## config.mk

```make
export PLATFORM = sky130hd
export DESIGN_NAME = i2c_txn_arbiter_flat
export DESIGN_NICKNAME = d
export VERILOG_FILES = /design/src/rtl/i2c_txn_arbiter_if.sv /design/src/rtl/i2c_txn_arbiter.sv /design/src/flat_wrapper.sv
export SDC_FILE = /design/constraint.sdc
export NUM_CORES = 1
export LEC_CHECK = 0
export ABC_AREA = 1
export CAP_MARGIN = 20
export CORE_MARGIN = 3
export CORE_UTILIZATION = 49
export DETAILED_ROUTE_END_ITERATION = 8
export PLACE_DENSITY = 0.87
export REMOVE_ABC_BUFFERS = 1
export SLEW_MARGIN = 0
export SYNTH_ARGS = -nofsm -noshare
export SYNTH_HDL_FRONTEND = slang
export SYNTH_SLANG_ARGS = --single-unit
```

## constraint.sdc

```tcl
create_clock -name clk_i -period 4.45 [get_ports clk_i]
set_input_delay 0.445 -clock clk_i [delete_from_list [all_inputs] [get_ports clk_i]]
set_output_delay 0.445 -clock clk_i [all_outputs]
set_load 0.05 [all_outputs]
```

## src/rtl/i2c_txn_arbiter_if.sv

```systemverilog
// rtl/i2c_txn_arbiter_if.sv - requester and I2C master register-port signals of the transaction arbiter
interface i2c_txn_arbiter_if #(
  parameter int NREQ = 4
);
  // requester side
  logic [NREQ-1:0]      req_i;
  logic [NREQ-1:0]      rd_i;
  logic [7*NREQ-1:0]    dev_addr_i;
  logic [3*NREQ-1:0]    nby_i;
  logic [32*NREQ-1:0]   wdata_i;
  logic [NREQ-1:0]      gnt_o;
  logic [NREQ-1:0]      done_o;
  logic [31:0]          rdata_o;
  logic                 err_o;
  // I2C master register port
  logic                 m_write_o;
  logic [3:0]           m_be_o;
  logic [4:0]           m_addr_o;
  logic [31:0]          m_wdata_o;
  logic [31:0]          m_rdata_i;

  // the arbiter
  modport master (
    input  req_i, rd_i, dev_addr_i, nby_i, wdata_i, m_rdata_i,
    output gnt_o, done_o, rdata_o, err_o, m_write_o, m_be_o, m_addr_o, m_wdata_o
  );

  // requesters plus the I2C master register file
  modport slave (
    output req_i, rd_i, dev_addr_i, nby_i, wdata_i, m_rdata_i,
    input  gnt_o, done_o, rdata_o, err_o, m_write_o, m_be_o, m_addr_o, m_wdata_o
  );
endinterface

```

## src/rtl/i2c_txn_arbiter.sv

```systemverilog
// rtl/i2c_txn_arbiter.sv - round-robin transaction arbiter for a shared I2C master register port; optional watchdog under I2C_ARB_TIMEOUT_EN
module i2c_txn_arbiter #(
  parameter int NREQ        = 4,
  parameter int POLL_GAP    = 15,
  parameter int TIMEOUT_CYC = 65535
) (
  input  logic               clk_i,
  input  logic               rst_ni,
  i2c_txn_arbiter_if.master  bus
);

  localparam int PW = (NREQ > 1) ? $clog2(NREQ) : 1;

  localparam logic [4:0]  REG_NBY = 5'd0;
  localparam logic [4:0]  REG_ADR = 5'd4;
  localparam logic [4:0]  REG_RDR = 5'd8;
  localparam logic [4:0]  REG_TDR = 5'd12;
  localparam logic [4:0]  REG_CFG = 5'd16;
  localparam logic [31:0] CMD_WR  = 32'h1;
  localparam logic [31:0] CMD_RD  = 32'h4;

  typedef enum logic [3:0] {
    IDLE, ARB, W_NBY, W_ADR, W_TDR, W_CFG, WAIT,
    P_ADDR, P_CHK, R_ADDR, R_CAP, CLR, DONE
  } state_t;

  state_t          state;
  logic [PW-1:0]   rr_ptr;
  logic            op_rd;
  logic [6:0]      op_dev;
  logic [31:0]     op_wdata;
  logic [15:0]     gap_cnt;

  logic [PW-1:0]   cand;
  logic [PW-1:0]   win_idx;
  logic            win_found;
  logic            cfg_done;
  logic            wd_expire;

  // the master only takes 1..4 bytes; 0 means a single byte
  function automatic logic [31:0] nby_value(input logic [2:0] n);
    if (n == 3'd0)      return 32'd1;
    else if (n > 3'd4)  return 32'd4;
    else                return {29'd0, n};
  endfunction

  // first requesting index at or after rr_ptr, wrapping
  always_comb begin
    win_found = 1'b0;
    win_idx   = '0;
    cand      = '0;
    for (int i = 0; i < NREQ; i++) begin
      cand = PW'((int'(rr_ptr) + i) % NREQ);
      if (!win_found && bus.req_i[cand]) begin
        win_found = 1'b1;
        win_idx   = cand;
      end
    end
  end

  assign cfg_done = op_rd ? (bus.m_rdata_i[3:2] == 2'b11) : (bus.m_rdata_i[1:0] == 2'b11);

`ifdef I2C_ARB_TIMEOUT_EN
  logic [16:0] wd_cnt;
  logic        timed_out;

  assign wd_expire = ((state == WAIT) || (state == P_ADDR) || (state == P_CHK)) &&
                     (wd_cnt >= 17'(TIMEOUT_CYC));

  // watchdog: counts polling cycles since the start command, flags the abort to the owner
  always_ff @(posedge clk_i or negedge rst_ni) begin
    if (!rst_ni) begin
      wd_cnt    <= '0;
      timed_out <= 1'b0;
      bus.err_o <= 1'b0;
    end else begin
      if (state == W_CFG)
        wd_cnt <= '0;
      else if (((state == WAIT) || (state == P_ADDR) || (state == P_CHK)) && !wd_expire)
        wd_cnt <= wd_cnt + 17'd1;
      if (state == ARB)
        timed_out <= 1'b0;
      else if (wd_expire)
        timed_out <= 1'b1;
      bus.err_o <= (state == CLR) && timed_out;
    end
  end
`else
  localparam int unused_timeout_cyc = TIMEOUT_CYC;
  assign wd_expire = 1'b0;
  assign bus.err_o = 1'b0;
`endif

  // transaction sequencer; each state's bus access is set up on entry so outputs are registered
  always_ff @(posedge clk_i or negedge rst_ni) begin
    if (!rst_ni) begin
      state         <= IDLE;
      rr_ptr        <= '0;
      op_rd         <= 1'b0;
      op_dev        <= '0;
      op_wdata      <= '0;
      gap_cnt       <= '0;
      bus.gnt_o     <= '0;
      bus.done_o    <= '0;
      bus.rdata_o   <= '0;
      bus.m_write_o <= 1'b0;
      bus.m_be_o    <= 4'h0;
      bus.m_addr_o  <= REG_CFG;
      bus.m_wdata_o <= '0;
    end else begin
      bus.m_write_o <= 1'b0;
      bus.m_be_o    <= 4'h0;
      bus.done_o    <= '0;
      if (wd_expire) begin
        bus.rdata_o   <= '0;
        bus.m_write_o <= 1'b1;
        bus.m_be_o    <= 4'hF;
        bus.m_addr_o  <= REG_CFG;
        bus.m_wdata_o <= '0;
        state         <= CLR;
      end else begin
        case (state)
          IDLE: begin
            if (|bus.req_i) state <= ARB;
          end
          ARB: begin
            if (win_found) begin
              op_rd         <= bus.rd_i[win_idx];
              op_dev        <= bus.dev_addr_i[7*win_idx +: 7];
              op_wdata      <= bus.wdata_i[32*win_idx +: 32];
              bus.gnt_o     <= {{(NREQ-1){1'b0}}, 1'b1} << win_idx;
              rr_ptr        <= (int'(win_idx) == NREQ-1) ? '0 : win_idx + 1'b1;
              bus.rdata_o   <= '0;
              bus.m_write_o <= 1'b1;
              bus.m_be_o    <= 4'hF;
              bus.m_addr_o  <= REG_NBY;
              bus.m_wdata_o <= nby_value(bus.nby_i[3*win_idx +: 3]);
              state         <= W_NBY;
            end else begin
              state <= IDLE;
            end
          end
          W_NBY: begin
            bus.m_write_o <= 1'b1;
            bus.m_be_o    <= 4'hF;
            bus.m_addr_o  <= REG_ADR;
            bus.m_wdata_o <= {25'd0, op_dev};
            state         <= W_ADR;
          end
          W_ADR: begin
            bus.m_write_o <= 1'b1;
            bus.m_be_o    <= 4'hF;
            if (op_rd) begin
              bus.m_addr_o  <= REG_CFG;
              bus.m_wdata_o <= CMD_RD;
              state         <= W_CFG;
            end else begin
              bus.m_addr_o  <= REG_TDR;
              bus.m_wdata_o <= op_wdata;
              state         <= W_TDR;
            end
          end
          W_TDR: begin
            bus.m_write_o <= 1'b1;
            bus.m_be_o    <= 4'hF;
            bus.m_addr_o  <= REG_CFG;
            bus.m_wdata_o <= CMD_WR;
            state         <= W_CFG;
          end
          W_CFG: begin
            gap_cnt <= '0;
            state   <= WAIT;
          end
          WAIT: begin
            if ({16'd0, gap_cnt} + 32'd1 >= 32'(POLL_GAP)) begin
              bus.m_addr_o <= REG_CFG;
              state        <= P_ADDR;
            end else begin
              gap_cnt <= gap_cnt + 16'd1;
            end
          end
          P_ADDR: begin
            state <= P_CHK;
          end
          P_CHK: begin
            if (!cfg_done) begin
              gap_cnt <= '0;
              state   <= WAIT;
            end else if (op_rd) begin
              bus.m_addr_o <= REG_RDR;
              state        <= R_ADDR;
            end else begin
              bus.m_write_o <= 1'b1;
              bus.m_be_o    <= 4'hF;
              bus.m_addr_o  <= REG_CFG;
              bus.m_wdata_o <= '0;
              state         <= CLR;
            end
          end
          R_ADDR: begin
            state <= R_CAP;
          end
          R_CAP: begin
            bus.rdata_o   <= bus.m_rdata_i;
            bus.m_write_o <= 1'b1;
            bus.m_be_o    <= 4'hF;
            bus.m_addr_o  <= REG_CFG;
            bus.m_wdata_o <= '0;
            state         <= CLR;
          end
          CLR: begin
            bus.done_o <= bus.gnt_o;
            state      <= DONE;
          end
          DONE: begin
            bus.gnt_o <= '0;
            state     <= IDLE;
          end
          default: state <= IDLE;
        endcase
      end
    end
  end

endmodule

```

## src/flat_wrapper.sv

```systemverilog
// flat-port wrapper written by rule: the top's interface ports become plain ports
module i2c_txn_arbiter_flat 
#(
  parameter int NREQ        = 4,
  parameter int POLL_GAP    = 15,
  parameter int TIMEOUT_CYC = 65535
)
  (clk_i, rst_ni, bus_req_i, bus_rd_i, bus_dev_addr_i, bus_nby_i, bus_wdata_i, bus_m_rdata_i, bus_gnt_o, bus_done_o, bus_rdata_o, bus_err_o, bus_m_write_o, bus_m_be_o, bus_m_addr_o, bus_m_wdata_o);
  i2c_txn_arbiter_if #(.NREQ(NREQ)) bus_i ();
  input  logic clk_i;
  input  logic rst_ni;
  input wire logic [$bits(bus_i.req_i)-1:0] bus_req_i;
  input wire logic [$bits(bus_i.rd_i)-1:0] bus_rd_i;
  input wire logic [$bits(bus_i.dev_addr_i)-1:0] bus_dev_addr_i;
  input wire logic [$bits(bus_i.nby_i)-1:0] bus_nby_i;
  input wire logic [$bits(bus_i.wdata_i)-1:0] bus_wdata_i;
  input wire logic [$bits(bus_i.m_rdata_i)-1:0] bus_m_rdata_i;
  output wire logic [$bits(bus_i.gnt_o)-1:0] bus_gnt_o;
  output wire logic [$bits(bus_i.done_o)-1:0] bus_done_o;
  output wire logic [$bits(bus_i.rdata_o)-1:0] bus_rdata_o;
  output wire logic [$bits(bus_i.err_o)-1:0] bus_err_o;
  output wire logic [$bits(bus_i.m_write_o)-1:0] bus_m_write_o;
  output wire logic [$bits(bus_i.m_be_o)-1:0] bus_m_be_o;
  output wire logic [$bits(bus_i.m_addr_o)-1:0] bus_m_addr_o;
  output wire logic [$bits(bus_i.m_wdata_o)-1:0] bus_m_wdata_o;
  assign bus_i.req_i = bus_req_i;
  assign bus_i.rd_i = bus_rd_i;
  assign bus_i.dev_addr_i = bus_dev_addr_i;
  assign bus_i.nby_i = bus_nby_i;
  assign bus_i.wdata_i = bus_wdata_i;
  assign bus_i.m_rdata_i = bus_m_rdata_i;
  assign bus_gnt_o = bus_i.gnt_o;
  assign bus_done_o = bus_i.done_o;
  assign bus_rdata_o = bus_i.rdata_o;
  assign bus_err_o = bus_i.err_o;
  assign bus_m_write_o = bus_i.m_write_o;
  assign bus_m_be_o = bus_i.m_be_o;
  assign bus_m_addr_o = bus_i.m_addr_o;
  assign bus_m_wdata_o = bus_i.m_wdata_o;
  i2c_txn_arbiter #(.NREQ(NREQ), .POLL_GAP(POLL_GAP), .TIMEOUT_CYC(TIMEOUT_CYC)) u_core (.clk_i(clk_i), .rst_ni(rst_ni), .bus(bus_i));
endmodule
```

==> metrics.csv <==
metric,value,unit
status,completed,
buffers added on ports,289,
"top cells by area, synth","dfrtp_1, nand2_1, nor2_1, o21ai_1, inv_1",
critical path class,flop to flop,
vias in the first global route,7832,
worst endpoint required time,4.75,ns
Netlist cell types,42,
GPL Wtd Cong,0.904,
Row Count,45,
final non-filler cell area,11400,µm²
"Max stage delay cell, worst path",buf_4,
Die Y-Extent,133,µm
sequential-to-total area share from yosys stat,43.5,%
largest net degree at the start of global routing,109,
Root Buffer,clkbuf_16,
drt wl/cell,15.3,µm
Ys Warns,0,
Slew Limit Headroom,35.9,%
Antenna Nets Post-Route,0,
H-tree depth,4,
Hold Crit Class,input port to asynchronous set/reset pin,
share of Yosys cell area claimed by the top area cell type,43.2,%
Skew-Pair Late Insertion Delay,0.42,ns
Achievable Freq,301,MHz
"non-filler cells, final",1556,
part of the cycle the worst path needs,74.7,%
"Max FO, Critical Path",80,
first-pass GRT wire length,38600,µm
Hold Fails Final Rpt,0,
post-DP HPWL,17100,µm
core area,15500,µm²
Startpoint Class,flop,
area of the multi-input gates,3650,µm²
clock-pin slew on the worst setup and hold paths,0.06,ns
CTS resizes,0,
Area Overhead vs Synth,43.2,%
First-pass DRT Iterations,5,
"Cell Area, Synth",7940,µm²
worst slew pin tran,0.955,ns
final setup fails,0,
Setup Skew,0.00740,ns
crit path DAT,3.62,ns
"most common cell after layout, fill and taps aside",clkdlybuf4s50_1,
Pleak,5.33,nW
placed cell count,1526,
antenna cells,0,
width of the die,133,µm
IO Pins,293,
CTS tree,built,
pwr/cell area,814,nW/µm²
vias per cell,5.15,
RSZ-0062 raised after global routing,no,
all-layer global routing usage,26.8,%
Post-CTS Setup Repair Bufs,0,
# fillers,1240,
Crit. Startpoint,u_core.rr_ptr[0]$_DFFE_PN0P_,
cts bufs inserted,17,
crit-path max cell delay,0.72,ns
critical path cell sequence,inv_2 -> nand2_1 -> nand2_4 -> nand2_2 -> nand2_2 -> nand2_4 -> nand3_4 -> nand3_4 -> buf_4 -> nand2_1 -> o21ai_1 -> o21ai_1 -> nor2_1 -> nor2_1,
gr ovfl total,0,
DP Area,10800,µm²
Post-Route WL,23900,µm
DRC violations left,0,
most area-hungry cell type in the Yosys netlist,dfrtp_1,
Hold Buf Count CTS,0,
R2R Path Start,u_core.rr_ptr[0]$_DFFE_PN0P_,
initial antenna violation count,0,
Max Transition Viols Final,0,
Tmin final,3.32,ns
maximum resistive drop on vdd,0.000600,V
Mapped Avg Cell Area,7.37,µm²
via count,8017,
Setup TNS Final,0,ns
Initial Util,51.1,%
die area,17800,µm²
Gate Count Post-Synth,1078,
layout cells sized above 1,6.84,%
most frequent cells in the layout,"clkdlybuf4s50_1, nand2_1, nor2_1",
clock tree buffer depth,2,
register bit total from synthesis,138,
CTS sink cnt,138,
Max Cap Viol,0,
post-layout util,73.2,%
final net count,1550,
FF+latch area,3450,µm²
Setup crit end kind,flop,
DRT iter0 DRCs,429,
-- state kept, by name, indices dropped and copies added, names as in the netlist --
| signal | count |
|---|---|
| u_core.state | 4 |
| u_core.op_wdata | 32 |
| u_core.bus.gnt_o | 4 |
| u_core.rr_ptr | 2 |
| u_core.bus.m_wdata_o | 32 |
| u_core.bus.done_o | 4 |
| u_core.op_rd | 1 |
| u_core.op_dev | 7 |
| u_core.bus.m_be_o | 1 |
| u_core.bus.rdata_o | 32 |
| u_core.bus.m_addr_o | 3 |
| u_core.gap_cnt | 16 |
-- final timing paths --
check	end	slack, ns	cells after the start
min	u_core.gap_cnt[15]$_DFFE_PN0P_	0.16	1
max	u_core.op_wdata[0]$_DFFE_PN0P_	1.13	14
max in group asynchronous	u_core.bus.m_wdata_o[10]$_DFFE_PN0P_	3.29	2
max reg2reg	u_core.op_wdata[0]$_DFFE_PN0P_	1.13	14
min reg2reg	u_core.bus.m_addr_o[4]$_DFFE_PN1P_	0.47	2
min in group clk_i	u_core.bus.m_addr_o[4]$_DFFE_PN1P_	0.47	2
-- metrics by stage --
step	setup slack, ns	power, mW	hold slack (ns)
after floorplan	-0.0578	6.00	0.149
after global placement	1.17	7.64	0.453
after detailed placement	1.08	7.78	0.462
after CTS	1.16	9.29	0.199
after global routing	0.857	9.99	0.236
final	1.13	9.25	0.159
-- cells in the mapped netlist (all sizes together) --
master / instances
o21bai: 1
o31ai: 1
clkinv: 1
o21ai: 118
o22ai: 1
a21oi: 56
conb: 1
o211ai: 20
a21boi: 3
xor2: 10
ha: 6
a221oi: 1
a22o: 8
nand3: 70
nand2: 257
or2: 1
clkbuf: 17
nand4: 10
nor3: 12
dfstp: 1
a31o: 1
inv: 112
dfrtp: 137
nor2: 187
buf: 46
-- kinds of logic (layout without fill, tap and decap cells) --
| family | count (synthesis) | count (layout) | share of synthesized area, % |
|---|---|---|---|
| and+or+nand+nor | 537 | 537 | 29.1 |
| AOI/OAI and AO/OA | 210 | 210 | 14.5 |
| buffers and inverters | 176 | 441 | 10.8 |
| DFF | 138 | 138 | 43.5 |
| xor gates and xnor gates | 10 | 10 | 1.10 |
| adders and majority gates | 6 | 6 | 0.945 |
| other | 1 | 3 | 0.0472 |
-- routing by layer --
layer | GRT usage (%) | share of wire (%) | vias up
met3 | 7.85 | 7.8 | 45
met5 | 0 | 0 | -
met4 | 8.74 | 2.4 | 0
met1 | 30.8 | 39 | 3705
met2 | 48.1 | 51 | 301
li1 | - | - | 3966
-- report_power, final --
part | internal [mW] | switching (mW)
sequential | 1.78 | 0.313
combinational | 1.85 | 3.84
clock | 0.944 | 0.523
total | 4.57 | 4.68
-- layout make-up --
cell class	instances	area share [%]
Sequential cell	138	30.4
Timing Repair Buffer	298	26.1
Tap cell	211	2.32
Multi-Input combinational cell	766	32.1
Inverter	113	3.75
Clock inverter	12	1.53
Clock buffer	18	3.86
-- worst max-delay path, delay by kind of cell, from the launching register on --
family                 cells  cell delay [ns]
buffers and inverters      2             0.92
flip-flops                 1             0.63
AND/OR/NAND/NOR           10             1.35
AO/OA/AOI/OAI              2             0.22
Note: power is estimated with default switching activity, not from simulation.
